==> src/rtl/cic_pkg.sv <==
// Shared sizing helpers and legal parameter ranges for the parametrised CIC decimator.
// CIC_ROUND_EN (used by cic_decim_param) selects round-half-up with saturation at the output.
package cic_pkg;

  localparam int STAGES_MIN       = 1;
  localparam int STAGES_MAX       = 6;
  localparam int MAX_DEC_LOG2_MIN = 1;
  localparam int MAX_DEC_LOG2_MAX = 8;

  // Worst-case growth is R^N, so the accumulators need N*log2(Rmax) extra bits.
  function automatic int cic_acc_w(input int data_w, input int stages, input int max_dec_log2);
    return data_w + stages * max_dec_log2;
  endfunction

  function automatic int cic_k_w(input int max_dec_log2);
    return $clog2(max_dec_log2 + 1);
  endfunction

  function automatic bit cic_params_ok(input int stages, input int max_dec_log2);
    return (stages >= STAGES_MIN) && (stages <= STAGES_MAX) &&
           (max_dec_log2 >= MAX_DEC_LOG2_MIN) && (max_dec_log2 <= MAX_DEC_LOG2_MAX);
  endfunction

endpackage

==> src/rtl/cic_stage.sv <==
// One integrator/comb pair of the CIC chain; all arithmetic wraps at ACC_W bits.
// The comb difference is combinational so a whole comb column settles in the decimation cycle.
module cic_stage
  import cic_pkg::*;
#(
  parameter int ACC_W = 17
) (
  input  logic             clk,
  input  logic             reset_n,
  input  logic             clear,
  input  logic             integ_en,
  input  logic [ACC_W-1:0] integ_in,
  input  logic             comb_en,
  input  logic [ACC_W-1:0] comb_in,
  output logic [ACC_W-1:0] integ_out,
  output logic [ACC_W-1:0] comb_out
);

  logic [ACC_W-1:0] integ_q, integ_d;
  logic [ACC_W-1:0] delay_q, delay_d;

  always_comb begin
    integ_d = integ_q;
    delay_d = delay_q;
    if (clear) begin
      integ_d = '0;
      delay_d = '0;
    end else begin
      if (integ_en) integ_d = integ_q + integ_in;
      if (comb_en)  delay_d = comb_in;
    end
  end

  always_ff @(posedge clk or negedge reset_n) begin
    if (!reset_n) begin
      integ_q <= '0;
      delay_q <= '0;
    end else begin
      integ_q <= integ_d;
      delay_q <= delay_d;
    end
  end

  assign integ_out = integ_q;
  assign comb_out  = comb_in - delay_q;

endmodule

==> src/rtl/cic_decim_param.sv <==
// Parametrised CIC decimator, R = 2^k chosen at clear time, gain removed by a right shift of N*k.
// Define CIC_ROUND_EN for round-half-up plus output saturation; otherwise floor and truncate.
module cic_decim_param
  import cic_pkg::*;
#(
  parameter int DATA_W       = 8,
  parameter int STAGES       = 3,
  parameter int MAX_DEC_LOG2 = 3
) (
  input  logic                                 clk,
  input  logic                                 reset_n,
  input  logic                                 clear,
  input  logic [DATA_W-1:0]                    data_in,
  input  logic                                 data_in_ready,
  input  logic [$clog2(MAX_DEC_LOG2+1)-1:0]    filter_dec_factor,
  output logic [DATA_W-1:0]                    cic_data_out,
  output logic                                 cic_out_ready
);

  localparam int ACC_W = cic_acc_w(DATA_W, STAGES, MAX_DEC_LOG2);
  localparam int KW    = cic_k_w(MAX_DEC_LOG2);
  localparam int SH_W  = $clog2(STAGES * MAX_DEC_LOG2 + 1);

  if (!cic_params_ok(STAGES, MAX_DEC_LOG2)) begin : g_param_check
    $error("cic_decim_param: STAGES or MAX_DEC_LOG2 outside the supported range");
  end

  logic [KW-1:0]           k_q, k_d;
  logic [MAX_DEC_LOG2-1:0] cnt_q, cnt_d;
  logic [MAX_DEC_LOG2-1:0] blk_last;
  logic                    dec_q, dec_d;
  logic [DATA_W-1:0]       dout_q, dout_d;
  logic                    strobe_q, strobe_d;
  logic [DATA_W-1:0]       scaled;
  logic [SH_W-1:0]         shamt;
  logic                    integ_en;
  logic                    comb_en;

  logic [ACC_W-1:0] integ [STAGES];
  logic [ACC_W-1:0] comb  [STAGES+1];
  logic [ACC_W-1:0] sample_ext;

  assign sample_ext = {{(ACC_W-DATA_W){data_in[DATA_W-1]}}, data_in};
  assign integ_en   = data_in_ready & ~clear;
  assign comb_en    = dec_q & ~clear;

  // Factor is only sampled while clear is high so R never changes mid-block.
  always_comb begin
    k_d = k_q;
    if (clear) begin
      if (filter_dec_factor > KW'(MAX_DEC_LOG2)) k_d = KW'(MAX_DEC_LOG2);
      else                                       k_d = filter_dec_factor;
    end
  end

  always_comb begin
    for (int i = 0; i < MAX_DEC_LOG2; i++) blk_last[i] = (i < int'(k_q));
  end

  always_comb begin
    cnt_d = cnt_q;
    dec_d = 1'b0;
    if (clear) begin
      cnt_d = '0;
    end else if (data_in_ready) begin
      if (cnt_q == blk_last) begin
        cnt_d = '0;
        dec_d = 1'b1;
      end else begin
        cnt_d = cnt_q + 1'b1;
      end
    end
  end

  assign comb[0] = integ[STAGES-1];

  for (genvar g = 0; g < STAGES; g++) begin : g_stage
    logic [ACC_W-1:0] stage_in;
    if (g == 0) begin : g_first
      assign stage_in = sample_ext;
    end else begin : g_rest
      assign stage_in = integ[g-1];
    end
    cic_stage #(.ACC_W(ACC_W)) u_stage (
      .clk       (clk),
      .reset_n   (reset_n),
      .clear     (clear),
      .integ_en  (integ_en),
      .integ_in  (stage_in),
      .comb_en   (comb_en),
      .comb_in   (comb[g]),
      .integ_out (integ[g]),
      .comb_out  (comb[g+1])
    );
  end

  assign shamt = SH_W'(STAGES * int'(k_q));

`ifdef CIC_ROUND_EN
  localparam logic signed [ACC_W:0] OUT_MAX = (ACC_W+1)'((1 << (DATA_W-1)) - 1);
  localparam logic signed [ACC_W:0] OUT_MIN = ~OUT_MAX;

  logic signed [ACC_W:0] half;
  logic signed [ACC_W:0] rnd_sum;
  logic signed [ACC_W:0] rnd_shift;

  // One guard bit keeps the rounding add from wrapping near full scale.
  always_comb begin
    half = '0;
    if (shamt != '0) half = {{ACC_W{1'b0}}, 1'b1} << (shamt - SH_W'(1));
    rnd_sum   = signed'({comb[STAGES][ACC_W-1], comb[STAGES]}) + half;
    rnd_shift = rnd_sum >>> shamt;
    if (rnd_shift > OUT_MAX)      scaled = DATA_W'(OUT_MAX);
    else if (rnd_shift < OUT_MIN) scaled = DATA_W'(OUT_MIN);
    else                          scaled = DATA_W'(rnd_shift);
  end
`else
  logic signed [ACC_W-1:0] comb_last;
  assign comb_last = signed'(comb[STAGES]);
  assign scaled    = DATA_W'(comb_last >>> shamt);
`endif

  always_comb begin
    dout_d   = dout_q;
    strobe_d = 1'b0;
    if (!clear && dec_q) begin
      dout_d   = scaled;
      strobe_d = 1'b1;
    end
  end

  always_ff @(posedge clk or negedge reset_n) begin
    if (!reset_n) begin
      k_q      <= '0;
      cnt_q    <= '0;
      dec_q    <= 1'b0;
      dout_q   <= '0;
      strobe_q <= 1'b0;
    end else begin
      k_q      <= k_d;
      cnt_q    <= cnt_d;
      dec_q    <= dec_d;
      dout_q   <= dout_d;
      strobe_q <= strobe_d;
    end
  end

  assign cic_data_out  = dout_q;
  assign cic_out_ready = strobe_q;

endmodule

==> config.mk <==
export PLATFORM = sky130hd
export DESIGN_NAME = cic_decim_param
export DESIGN_NICKNAME = d
export VERILOG_FILES = /design/src/rtl/cic_pkg.sv /design/src/rtl/cic_stage.sv /design/src/rtl/cic_decim_param.sv
export SDC_FILE = /design/constraint.sdc
export NUM_CORES = 1
export LEC_CHECK = 0
export CORE_MARGIN = 2
export CORE_UTILIZATION = 69
export DETAILED_ROUTE_END_ITERATION = 10
export PLACE_DENSITY = 0.87
export SETUP_SLACK_MARGIN = 0.4
export SKIP_CTS_REPAIR_TIMING = 1
export SLEW_MARGIN = 0
export SYNTH_ARGS = -nofsm -noshare
export SYNTH_HDL_FRONTEND = slang
export SYNTH_SLANG_ARGS = --single-unit
==> constraint.sdc <==
create_clock -name clk -period 8.86 [get_ports clk]
set_clock_uncertainty 0.2 [all_clocks]
set_input_delay 1.329 -clock clk [delete_from_list [all_inputs] [get_ports clk]]
set_output_delay 1.329 -clock clk [all_outputs]
set_load 0.02 [all_outputs]
Yosys cells after proc, flatten, opt, wreduce, memory -nomap -nowiden
Cells that the tools add are included.

word-level totals
  register bits = 117
  bits of input ports = 14
  output and inout port bits = 9
  logic and storage cells = 53

operators by class
  add/subtract/negate cells = 7
  $mul = 1
  $lt $le $gt $ge = 4
  equality and inequality tests = 1
  shift operators = 1
  multiplexer cells = 20
  bitwise operators = 3
  reduce and logical (&&, ||, !) cells = 5

operator list
  cell                                               number
  two-way mux 17 bit                                 12
  adder 17 bit                                       3
  subtractor 17 bit                                  3
  >>> shifter 17 x 4 -> 8 bit                        1
  two-way mux 3 bit                                  3
  nonzero test 2 bit                                 3
  < comparator 1 x 2 -> 1 bit, first input constant  2
  multiplier 2 x 2 -> 4 bit, first input constant    1
  two-way mux 1 bit                                  4
  adder 3 x 1 -> 3 bit, second input constant        1
  == test 3 bit                                      1
  bitwise AND 1 bit                                  2
  > comparator 2 bit, second input constant          1
  < comparator 2 bit, first input constant           1
  two-way mux 2 bit                                  1
  logical AND 1 bit                                  1
  zero test 1 bit                                    1
  inverter 1 bit                                     1

Depth between registers and ports, before layout
Gate-level depths: netlist (run 1).

  depth in word-level cells = 5
  mapped depth = 29
  gate-level depth less buffers = 29

Modules after synthesis
A second synthesis (run 1) with hierarchy kept.

unflattened totals
  cells, all modules = 1186
  area, all modules = 10556.4 µm²

modules (own cells, without submodules)
  module                          times used  cells an instance  area each (µm²)  seq. area each (µm²)
  cic_stage (g_stage[2].u_stage)  1           365                3089.2           850.8
  cic_stage (g_stage[0].u_stage)  1           348                3037.9           850.8
  cic_stage (g_stage[1].u_stage)  1           354                3012.9           850.8
  cic_decim_param                 1           119                1416.4           375.4

Worst setup path before layout (run 1)
Ideal clock, no wire load.

  kind = register to register
  start point = register g_stage[2].u_stage.integ_q[1]
  end point = register dout_q[3], in the netlist cic_data_out[3]
  data arrival time = 5.137 ns
  data required time = 8.525 ns
  path slack = 3.388 ns
  cell stages (with the launch flop) = 27
  buffers on the path = 0
  clock period less this slack = 5.472 ns
  cells stage by stage = dfrtp_1 > ha_1 > nor2b_1 > o21ai_0 > a21boi_0 > o21ai_0 > a21boi_0 > o21a_1 > o21a_1 > o21a_1 > nor3_1 > nor2_1 > ha_1 > o21a_1 > o31ai_1 > a21boi_0 > ha_1 > a21oi_1 > o21bai_1 > a221o_1 > nor4_1 > nor2_1 > xnor2_1 > a211oi_1 > a311oi_1 > a2111oi_2 > o31ai_1

between the ends
  cells in the longest elaborated chain, start to end = 4

RTL lines
  element                          line                    RTL
  start, declared                  cic_stage.sv:19         logic [ACC_W-1:0] integ_q, integ_d;
  start signal, assigned           cic_stage.sv:39         integ_q <= integ_d;
  subtractor 17 bit (3 in series)  cic_stage.sv:45         assign comb_out = comb_in - delay_q;
  >>> shifter 17 x 4 -> 8 bit      cic_decim_param.sv:120  assign scaled = DATA_W'(comb_last >>> shamt);
  end signal, assigned             cic_decim_param.sv:143  dout_q <= dout_d;
  end, declared                    cic_decim_param.sv:32   logic [DATA_W-1:0] dout_q, dout_d;

No other way between the ends.
A chain may end at the register's enable or synchronous reset.

Final worst setup path (run 1)
Ends and elaborated chain as after synthesis.

==> metrics.md, run 1 <==
| Metric | Value |
|---|---|
| Crit path DAT | 6.44 ns |
| DIE AREA | 15190 sq um |
| DR pass1 iterations | 7 |
| Mapped Area | 9813 sq um |
| Distinct cell type count after synthesis | 67 |
| CP Capture Type | register |
| GRT Total Usage | 32.08% |
| Critical path class | reg2reg |
| Cell taking the most area after synthesis | dfrtp_1 |
| Share of the yosys chip area belonging to registers | 29.84% |
| Initial antenna violation count | 0 |
| NumNets Final | 1281 |
| Final setup violation count | 0 |
| Synth Register Bits | 117 |
| Number of global-route vias before repair | 8650 |
| Leak | 4.910 nW |
| Most used DFF post-synth | dfrtp_1 |
| Setup TNS | 0 ns |
| CTS Buffer Depth | 2 |
| Worst Hold Class | reg2reg |
| Final wirelength | 22370 um |
| CTS root buf | clkbuf_16 |
| Max_cap viols | 0 |
| Yosys top cell area share | 29.84% |
| Final hold vios | 0 |
| Pins Over Slew Limit | 0 |
| Most frequent CP cell | o21a_1 |
| Placement row count | 43 |
| Largest net degree at the start of global routing | 68 |
| Drt initial violations | 534 |
| Synthesized area per cell | 8.504 sq um |
| TritonCTS buffer count | 17 |
| Slowest stage delay, CP | 0.45 ns |
| Multi-input gate area | 6394 sq um |
| Ant diodes | 0 |
| I/O Buffers | 22 |
| I/O pins | 23 |
| Core ar. | 13880 sq um |
| Sequential Area | 2929 sq um |
| Initial core utilization | 70.70% |
| Vias/cell | 6.261 |
| Die X-Extent | 123.3 um |
| DR WL/cell | 16.54 um |
| Htree depth | 4 |
| Worst-Skew Late Latency | 0.43 ns |
| Worst slew pin tran | 0.8517 ns |
| Critical-path top delay cell | dfrtp_1 |
| DP Cell Count | 1321 |
| Final HPWL DP | 15150 um |
| Placement Cell Area | 10140 sq um |
| Area grow syn2layout | 9.154% |
| Fill count | 955 |
| Critical Path Fanout Max | 6 |
| RSZ-0062 raised after global routing | no |
| Syn Nets | 1275 |
| F_max | 158.4 MHz |
| Max-slew headroom at the worst pin | 43.22% |
| Finished Cell Area | 10710 sq um |
| Final worst path period share | 71.24% |
| Die Y | 123.3 um |
| Clock tree sinks | 117 |
| Grt total ovfl | 0 |
| Gpl congestion | 0.9007 |
| PwrDens | 341.2 nW/um^2 |
| Antenna Violating Nets Remaining | 0 |
| Number of synthesized flops with an enable pin | 0 |
| Yosys warns | 0 |
| Fin crit period | 6.312 ns |
| Non-filler cells, final | 1352 |
| Worst EP required | 8.99 ns |
| Clk slew on worst S/H paths | 0.05 ns |
| Global-route wire length before repair | 38940 um |
| Vias | 8465 |
| TritonCTS clock tree | built |
| Cell count after synthesis | 1154 |
| Async SR Flop Fraction | 100.0% |
| Area contributors post-synth | dfrtp_1, ha_1, mux2i_1 |
| Startpoint types | register |
| Share of cells above drive strength 1 | 5.461% |
| Max IR drop VDD | 0.2442 mV |
| Remaining DRCs | 0 |
| Status | completed |
-- power by group --
group	leakage [nW]	internal (mW)	total (mW)	switching (mW)
Clock	0.280	0.428	0.668	0.241
Sequential	1.59	0.589	0.634	0.0449
Combinational	3.04	0.977	2.35	1.38
Total	4.91	1.99	3.65	1.66
-- sequential cells by signal, summed over array words and instances, names as in the netlist --
register / cells
cnt_q: 3
cic_data_out: 8
k_q: 2
g_stage.u_stage.integ_out: 51
cic_out_ready: 1
g_stage.u_stage.delay_q: 51
dec_q: 1
-- path summary, 6_finish.rpt --
check / startpoint / to / slack [ns] / cells after the start
hold reg to reg: cic_data_out[3] / cic_data_out[3] / 0.28 / 2
max in group asynchronous: reset_n / g_stage[2].u_stage.integ_out[8] / 6.37 / 2
hold / removal: cic_data_out[3] / cic_data_out[3] / 0.28 / 2
setup reg to reg: g_stage[2].u_stage.integ_out[1] / cic_data_out[3] / 2.55 / 26
min in group asynchronous: reset_n / g_stage[2].u_stage.delay_q[1] / 0.75 / 1
setup / recovery: g_stage[2].u_stage.integ_out[1] / cic_data_out[3] / 2.55 / 26
-- layout make-up --
class	count	area share [%]
Multi-Input combinational cell	906	59.69
Inverter	89	3.119
Clock buffer	28	4.918
Sequential cell	117	27.35
Tap cell	180	2.103
Clock inverter	3	0.3738
Timing Repair Buffer	29	2.453
-- layer usage --
layer	up-vias	track usage, %	routed length (um)	share of wire [%]
li1	4129	-	-	-
met1	4028	36.65	9110	41
met2	241	58.04	11590	52
met3	67	5.489	924	4.1
met4	0	15.06	744	3.3
met5	-	0	0	0
-- cell usage in the layout (no fill, tap or decap), drive strengths merged, types with 10 or more instances in the layout --
cell type / count
xor2: 20
nor2: 169
o21a: 24
o21bai: 14
or3: 15
nand3: 21
and3: 10
a21oi: 89
clkdlybuf4s50: 19
ha: 101
mux2i: 64
dfrtp: 117
clkbuf: 28
nor3: 21
nand2: 69
nor2b: 11
a21o: 21
o21ai: 55
nand2b: 10
a211oi: 20
inv: 87
xnor2: 44
buf: 10
-- kinds of logic (layout without fill, tap and decap cells) --
kind of cell | after synthesis | after routing | share of synthesized area (%)
flip-flops | 117 | 117 | 29.84
buffers and inverters | 131 | 149 | 5.011
AND/OR/NAND/NOR | 358 | 358 | 16.54
XOR/XNOR | 65 | 65 | 6.107
AO/OA/AOI/OAI | 302 | 302 | 20.27
multiplexers | 74 | 74 | 8.135
adder cells (fa/ha/maj) | 107 | 107 | 14.10
-- synthesized netlist by cell type (all sizes together) (24+ instances only) --
| master | instances |
|---|---|
| clkbuf | 28 |
| mux2i | 64 |
| nand2 | 69 |
| ha | 101 |
| o21a | 24 |
| dfrtp | 117 |
| o21ai | 55 |
| inv | 87 |
| nor2 | 169 |
| a21oi | 89 |
| xnor2 | 44 |
-- per-stage QoR --
| stage | hold slack [ns] | total power [mW] | worst slack [ns] | util (%) |
|---|---|---|---|---|
| finish | 0.2777 | 3.655 | 2.548 | 77.17 |
| global route | 0.3050 | 3.950 | 2.028 | 77.17 |
| CTS | 0.2811 | 3.614 | 2.684 | 77.17 |
| detailed placement | 0.2699 | 2.910 | 2.710 | 73.08 |
| global placement | 0.2629 | 2.850 | 2.944 | 73.08 |
| floorplan | 0.2793 | 2.458 | 3.388 | - |
-- worst max-delay path: cells and delay by family, from the launching register on --
kind                       cells  cell delay, ns
AOI/OAI and AO/OA             17            3.38
adders and majority gates      3            1.02
and+or+nand+nor                5            0.84
DFF                            1            0.45
xor gates and xnor gates       1            0.31
(Power assumes the default switching activity.)
==> run 2: changes to the inputs <==
Settings changed: CORE_UTILIZATION 69 to 64, PLACE_DENSITY 0.87 to 0.82.
Clock period 8.86 ns to 6.07 ns, I/O delays scaled along.
==> run 2 against run 1 <==
Effect of this change:
- first-iteration DRC count shrank 24%
- worst hold slack gained 0.0085 ns
- clock power grew 65%
- combinational power grew 66%
- die area grew 7.6%
- sequential power grew 46%
- total power grew 62%
- sequential cell count is the same
- critical endpoint is now cic_data_out[7]
- highest routed layer unchanged
==> metrics.md, run 2 (same netlist as run 1, synthesis figures left out) <==
| Metric | Value |
|---|---|
| Final setup violation count | 0 (unchanged) |
| Sw Ratio | 44.26% (was 45.45%) |
| Finished Core Util | 73.32% (was 77.17%) |
| Critical Path Fanout Max | 5 (was 6) |
| Critical-path top delay cell | dfrtp_1 (unchanged) |
| Largest net degree at the start of global routing | 67 (was 68) |
| Share of cells above drive strength 1 | 9.628% (was 5.461%) |
| Die Y | 127.8 um (was 123.3 um) |
| Final HPWL DP | 14500 um (was 15150 um) |
| RSZ-0062 raised after global routing | yes (was no) |
| I/O Buffers | 22 (unchanged) |
| I/O pins | 23 (unchanged) |
| Clock tree sinks | 117 (unchanged) |
| Remaining DRCs | 0 (unchanged) |
| Combinational power share | 65.8% (was 64.4%) |
| Internal power | 3.300 mW (was 1.994 mW) |
| DP Cell Count | 1331 (was 1321) |
| CTS Buffer Depth | 2 (unchanged) |
| Initial core utilization | 65.03% (was 70.70%) |
| Slowest stage delay, CP | 0.40 ns (was 0.45 ns) |
| Worst-Skew Late Latency | 0.42 ns (was 0.43 ns) |
| Placement Cell Area | 10170 sq um (was 10140 sq um) |
| Area grow syn2layout | 12.75% (was 9.154%) |
| Antenna Violating Nets Remaining | 0 (unchanged) |
| Crit path DAT | 5.99 ns (was 6.44 ns) |
| DR pass1 iterations | 5 (was 7) |
| Clk slew on worst S/H paths | 0.05 ns (about the same) |
| DIE AREA | 16340 sq um (was 15190 sq um) |
| Gpl congestion | 0.8855 (was 0.9007) |
| CTS root buf | clkbuf_16 (unchanged) |
| F_max | 171.5 MHz (was 158.4 MHz) |
| NumNets Final | 1294 (was 1281) |
| Most frequent cells in the layout | nor2_1, dfrtp_1, ha_1 (unchanged) |
| Initial antenna violation count | 0 (unchanged) |
| CP Capture Type | register (unchanged) |
| Final wirelength | 21540 um (was 22370 um) |
| DR WL/cell | 15.70 um (was 16.54 um) |
| Finished Cell Area | 11060 sq um (was 10710 sq um) |
| Vias | 8351 (was 8465) |
| Drt initial violations | 408 (was 534) |
| Htree depth | 4 (unchanged) |
| Placement row count | 45 (was 43) |
| Sequential Power Share | 15.6% (was 17.3%) |
| Grt total ovfl | 0 (unchanged) |
| Die X-Extent | 127.8 um (was 123.3 um) |
| Final hold vios | 0 (unchanged) |
| Max-slew headroom at the worst pin | 45.17% (was 43.22%) |
| Global-route wire length before repair | 36230 um (was 38940 um) |
| Fill count | 1134 (was 955) |
| Core ar. | 15090 sq um (was 13880 sq um) |
| Leak | 5.064 nW (was 4.910 nW) |
| Vias/cell | 6.087 (was 6.261) |
| TritonCTS clock tree | built (unchanged) |
| Most common cell after layout, fill and taps aside | nor2_1 (unchanged) |
| Final worst path period share | 96.08% (was 71.24%) |
| Crit path buffers/inverters | 2 (was 0) |
| Setup TNS | 0 ns (unchanged) |
| Worst slew pin tran | 0.8224 ns (was 0.8517 ns) |
| PwrDens | 535.2 nW/um^2 (was 341.2 nW/um^2) |
| Ant diodes | 0 (unchanged) |
| Worst Hold Class | reg2reg (unchanged) |
| Worst EP required | 6.23 ns (was 8.99 ns) |
| Clk pwr share | 18.6% (was 18.3%) |
| Critical path class | reg2reg (unchanged) |
| GRT Total Usage | 27.05% (was 32.08%) |
| Max IR drop VDD | 0.4055 mV (was 0.2442 mV) |
| Status | completed (unchanged) |
| P_sw | 2.621 mW (was 1.661 mW) |
| Fin crit period | 5.832 ns (was 6.312 ns) |
| Startpoint types | register (unchanged) |
| Number of global-route vias before repair | 8250 (was 8650) |
| Most frequent CP cell | o21a_1 (unchanged) |
| Non-filler cells, final | 1372 (was 1352) |
| Pins Over Slew Limit | 0 (unchanged) |
| Crit path max-delay family | compound AO/OA/AOI/OAI gates (unchanged) |
| TritonCTS buffer count | 17 (unchanged) |
| Max_cap viols | 0 (unchanged) |
run 2: changes by cell type in the layout (fill, tap and decap cells not counted), sizes merged:
cell and change:
bufinv +4, clkbuf -8, clkinvlp +1, buf +13
clkinv +2
run 2: per-layer routing:
layer / part of all wire (%) / GRT usage [%] / routed length (um) / up-vias
met3: 3.2 / 4.674 / 700 / 51
met1: 42 / 31.07 / 9034 / 3955
li1: - / - / - / 4159
met4: 2.8 / 11.70 / 613 / 0
met5: 0 / 0 / 0 / -
met2: 52 / 49.48 / 11200 / 186
run 2: layout make-up:
cell class	instances	area [sq um]	share of cell area, %
clock buffers	20	466.7	4.218
inverters	89	334.1	3.019
flip-flops and latches	117	2929	26.47
well taps	188	235.2	2.126
repair buffers	42	360.3	3.257
multi-input cells	906	6561	59.30
clock inverters	10	177.7	1.606
run 2: per-stage QoR:
stage               setup slack (ns)  hold WS [ns]  power [mW]
floorplan                     0.5983        0.2793       3.587
global placement              0.2580        0.2651       4.157
detailed placement          0.009872        0.2664       4.222
CTS                         -0.03824        0.2788       5.355
global route                -0.06184        0.3008       6.303
finish                        0.2382        0.2861       5.922
run 2: worst paths after layout:
check                                           startpoint                          endpoint  slack, ns  cells past startpoint
setup / recovery           g_stage[2].u_stage.integ_out[1]                   cic_data_out[7]       0.24                     26
hold / removal                             cic_data_out[2]                   cic_data_out[2]       0.29                      2
setup reg to reg           g_stage[2].u_stage.integ_out[1]                   cic_data_out[7]       0.24                     26
hold reg to reg                            cic_data_out[2]                   cic_data_out[2]       0.29                      2
max in group asynchronous                          reset_n  g_stage[2].u_stage.integ_out[11]       4.07                      2
min in group asynchronous                          reset_n     g_stage[2].u_stage.delay_q[0]       0.32                      1
run 2: worst reg2reg max path, stage by stage (launching register included):
cell and delay [ns]:
dfrtp_1 0.40, ha_1 0.31, nor2b_4 0.13, o21ai_2 0.18, a21boi_2 0.09, o21ai_1 0.17, a21boi_1 0.11, o21a_1 0.22
o21a_1 0.19, o21a_1 0.19, nor3_2 0.21, nor2_1 0.07, ha_1 0.33, o21a_1 0.19, o31ai_4 0.11, a21oi_2 0.17
xor2_1 0.22, ha_1 0.31, buf_4 0.16, a221o_1 0.36, nor4_2 0.29, o31ai_1 0.14, a21oi_2 0.33, xor2_2 0.32
buf_4 0.17, o2111ai_2 0.09, nand3_1 0.12
run 2: power groups by stage:
| stage | clock network [mW] | logic, mW | registers (mW) |
|---|---|---|---|
| final | 1.10 | 3.90 | 0.924 |
| after global routing | 1.14 | 4.23 | 0.935 |
| after CTS | 1.11 | 3.32 | 0.924 |
| after detailed placement | 0 | 3.29 | 0.936 |
| after global placement | 0 | 3.22 | 0.932 |
| after floorplan | 0 | 2.64 | 0.952 |
==> run 3: changes to the inputs <==
Settings changed: ABC_AREA set to 1, PLACE_DENSITY 0.82 to unset, PLACE_DENSITY_LB_ADDON set to 0.05.
==> run 3 against run 2 <==
Effect of this change:
- sequential share of layout area grew 1.8 points
- critical path depth up 10
- die area shrank 4.2%
- core utilization shrank 1.5 points
- via count grew 0.13%
- synthesized cell count is 9.1% higher
- maximum frequency up 11%
==> metrics.md, run 3 <==
| Metric | Value |
|---|---|
| RSZ-0062 raised after global routing | no (was yes) |
| Number of synthesized flops with an enable pin | 0 (unchanged) |
| Synth Register Bits | 117 (unchanged) |
| Initial core utilization | 65.05% (was 65.03%) |
| Htree depth | 4 (unchanged) |
| Global-route wire length before repair | 36430 um (was 36230 um) |
| Status | completed (unchanged) |
| Area contributors post-synth | dfrtp_1, ha_1, nand2_1 (was dfrtp_1, ha_1, mux2i_1) |
| Yosys top cell area share | 31.20% (was 29.84%) |
| Met2 Wirelength | 11070 um (was 11200 um) |
| Area grow syn2layout | 10.48% (was 12.75%) |
| Final setup violation count | 0 (unchanged) |
| Crit path DAT | 5.41 ns (was 5.99 ns) |
| Gpl congestion | 0.8583 (was 0.8855) |
| Crit path to | cic_data_out[5] (was cic_data_out[7]) |
| F_max | 190.5 MHz (was 171.5 MHz) |
| Setup TNS | 0 ns (unchanged) |
| DR pass1 iterations | 6 (was 5) |
| R2R setup slack | 0.82 ns (was 0.24 ns) |
| Die Y | 125.1 um (was 127.8 um) |
| Placement Cell Area | 9737 sq um (was 10170 sq um) |
| DP Cell Count | 1440 (was 1331) |
| Clock tree sinks | 117 (unchanged) |
| Initial antenna violation count | 0 (unchanged) |
| Hold Crit Depth | 2 (unchanged) |
| Slowest stage delay, CP | 0.41 ns (was 0.40 ns) |
| DR top layer | met4 (unchanged) |
| Final hold vios | 0 (unchanged) |
| CTS root buf | clkbuf_16 (unchanged) |
| Remaining DRCs | 0 (unchanged) |
| Final wirelength | 21040 um (was 21540 um) |
| CTS Buffer Depth | 2 (unchanged) |
| Yosys warns | 0 (unchanged) |
| Distinct cell type count after synthesis | 46 (was 67) |
| Final worst path period share | 86.49% (was 96.08%) |
| I/O Buffers | 22 (unchanged) |
| Pins Over Slew Limit | 0 (unchanged) |
| Critical path class | reg2reg (unchanged) |
| Ant diodes | 0 (unchanged) |
| DIE AREA | 15650 sq um (was 16340 sq um) |
| I/O pins | 23 (unchanged) |
| Met3 wire len | 426 um (was 700 um) |
| Max_cap viols | 0 (unchanged) |
| TritonCTS clock tree | built (unchanged) |
| Finished Cell Area | 10370 sq um (was 11060 sq um) |
| Most used DFF post-synth | dfrtp_1 (unchanged) |
| Grt total ovfl | 0 (unchanged) |
| Most common cell after layout, fill and taps aside | nand2_1 (was nor2_1) |
| Worst EP required | 6.23 ns (about the same) |
| Max-slew headroom at the worst pin | 25.64% (was 45.17%) |
| Post-Route M1 WL | 9006 um (was 9034 um) |
| Critical-path top delay cell | fa_1 (was dfrtp_1) |
| Clk slew on worst S/H paths | 0.06 ns (was 0.05 ns) |
| Cell taking the most area after synthesis | dfrtp_1 (unchanged) |
| Synthesized area per cell | 7.453 sq um (was 8.504 sq um) |
| Most frequent cells after synthesis | nand2_1, inv_1, dfrtp_1 (was nor2_1, dfrtp_1, ha_1) |
| Die X-Extent | 125.1 um (was 127.8 um) |
| Startpoint types | register (unchanged) |
| GRT Total Usage | 27.94% (was 27.05%) |
| Drt initial violations | 334 (was 408) |
| Share of cells above drive strength 1 | 5.814% (was 9.628%) |
| Cell count after synthesis | 1259 (was 1154) |
| Syn Nets | 1380 (was 1275) |
| Mapped Area | 9383 sq um (was 9813 sq um) |
| Number of global-route vias before repair | 8298 (was 8250) |
| Worst reg2reg path depth | 36 (was 26) |
| Worst slew pin tran | 1.114 ns (was 0.8224 ns) |
| CP Capture Type | register (unchanged) |
| Most frequent cells in the layout | nand2_1, inv_1, dfrtp_1 (was nor2_1, dfrtp_1, ha_1) |
| FF-to-FF Start | g_stage[2].u_stage.integ_out[0] (was g_stage[2].u_stage.integ_out[1]) |
| Async SR Flop Fraction | 100.0% (unchanged) |
| Core ar. | 14420 sq um (was 15090 sq um) |
| TritonCTS buffer count | 17 (unchanged) |
| Critical Path Fanout Max | 4 (was 5) |
| Non-filler cells, final | 1474 (was 1372) |
| Most frequent CP cell | nand2_1 (was o21a_1) |
| Largest net degree at the start of global routing | 79 (was 67) |
| Fin crit period | 5.250 ns (was 5.832 ns) |
| Vias | 8362 (was 8351) |
| Worst-Skew Late Latency | 0.42 ns (about the same) |
| NumNets Final | 1398 (was 1294) |
| Vias/cell | 5.673 (was 6.087) |
| Worst reg2reg path endpoint | cic_data_out[5] (was cic_data_out[7]) |
| DR WL/cell | 14.27 um (was 15.70 um) |
| Placement row count | 44 (was 45) |
| Worst Setup SP | g_stage[2].u_stage.integ_out[0] (was g_stage[2].u_stage.integ_out[1]) |
| Fill count | 1195 (was 1134) |
| Antenna Violating Nets Remaining | 0 (unchanged) |
| Cell with the most instances after synthesis | nand2_1 (was nor2_1) |
| Finished Core Util | 71.87% (was 73.32%) |
| Final HPWL DP | 15650 um (was 14500 um) |
| Share of the yosys chip area belonging to registers | 31.20% (was 29.84%) |
| Worst Hold Class | reg2reg (unchanged) |
run 3: critical path: cells and delay by family (launching register included):
kind	cells	cell delay (ns)
compound gates	7	1.15
xor+xnor	2	0.38
fa+ha+maj	4	1.33
buf+inv	5	0.32
flops	1	0.35
simple gates	18	1.46
run 3: cell type report:
type / count / area (sq um) / share of cell area, %
flip-flops and latches: 117 / 2928 / 28.24
clock buffers: 17 / 425.4 / 4.104
repair buffers: 30 / 277.8 / 2.680
clock inverters: 15 / 181.4 / 1.750
inverters: 167 / 626.9 / 6.047
well taps: 184 / 230.2 / 2.221
multi-input cells: 944 / 5697 / 54.95
run 3: logic make-up (layout without fill, tap and decap cells):
kind of cell	count (synthesis)	after routing	synth area share, %
fa+ha+maj	107	107	14.75
xor+xnor	53	53	4.947
buf+inv	198	229	8.214
simple gates	466	466	21.15
compound gates	315	315	19.42
mux	3	3	0.3201
flops	117	117	31.20
run 3: per-layer routing:
layer	up-vias	track usage [%]
li1	4305	-
met1	3911	31.87
met2	110	53.32
met3	36	3.081
met4	0	10.65
met5	-	0
run 3: metrics by stage:
step | setup slack, ns | hold WS (ns)
3_5_place_dp | 0.8625 | 0.2757
4_1_cts | 0.8317 | 0.2870
5_1_grt | 0.3299 | 0.3063
2_1_floorplan | 1.416 | 0.2786
3_3_place_gp | 1.006 | 0.2751
6_report | 0.8204 | 0.2949
run 3: how the worst min path moves through the flow:
stage	startpoint	end	slack, ns
3_5_place_dp	cic_data_out[1]	cic_data_out[1]	0.28
5_1_grt	cic_data_out[1]	cic_data_out[1]	0.31
6_report	cic_data_out[1]	cic_data_out[1]	0.29
3_3_place_gp	cic_data_out[4]	cic_data_out[4]	0.28
4_1_cts	cic_data_out[1]	cic_data_out[1]	0.29
2_1_floorplan	g_stage[1].u_stage.integ_out[15]	g_stage[1].u_stage.integ_out[15]	0.28
Power of run 3 is not shown: default switching activity piles up to over one toggle a cycle in this logic, so the estimate is an artifact.
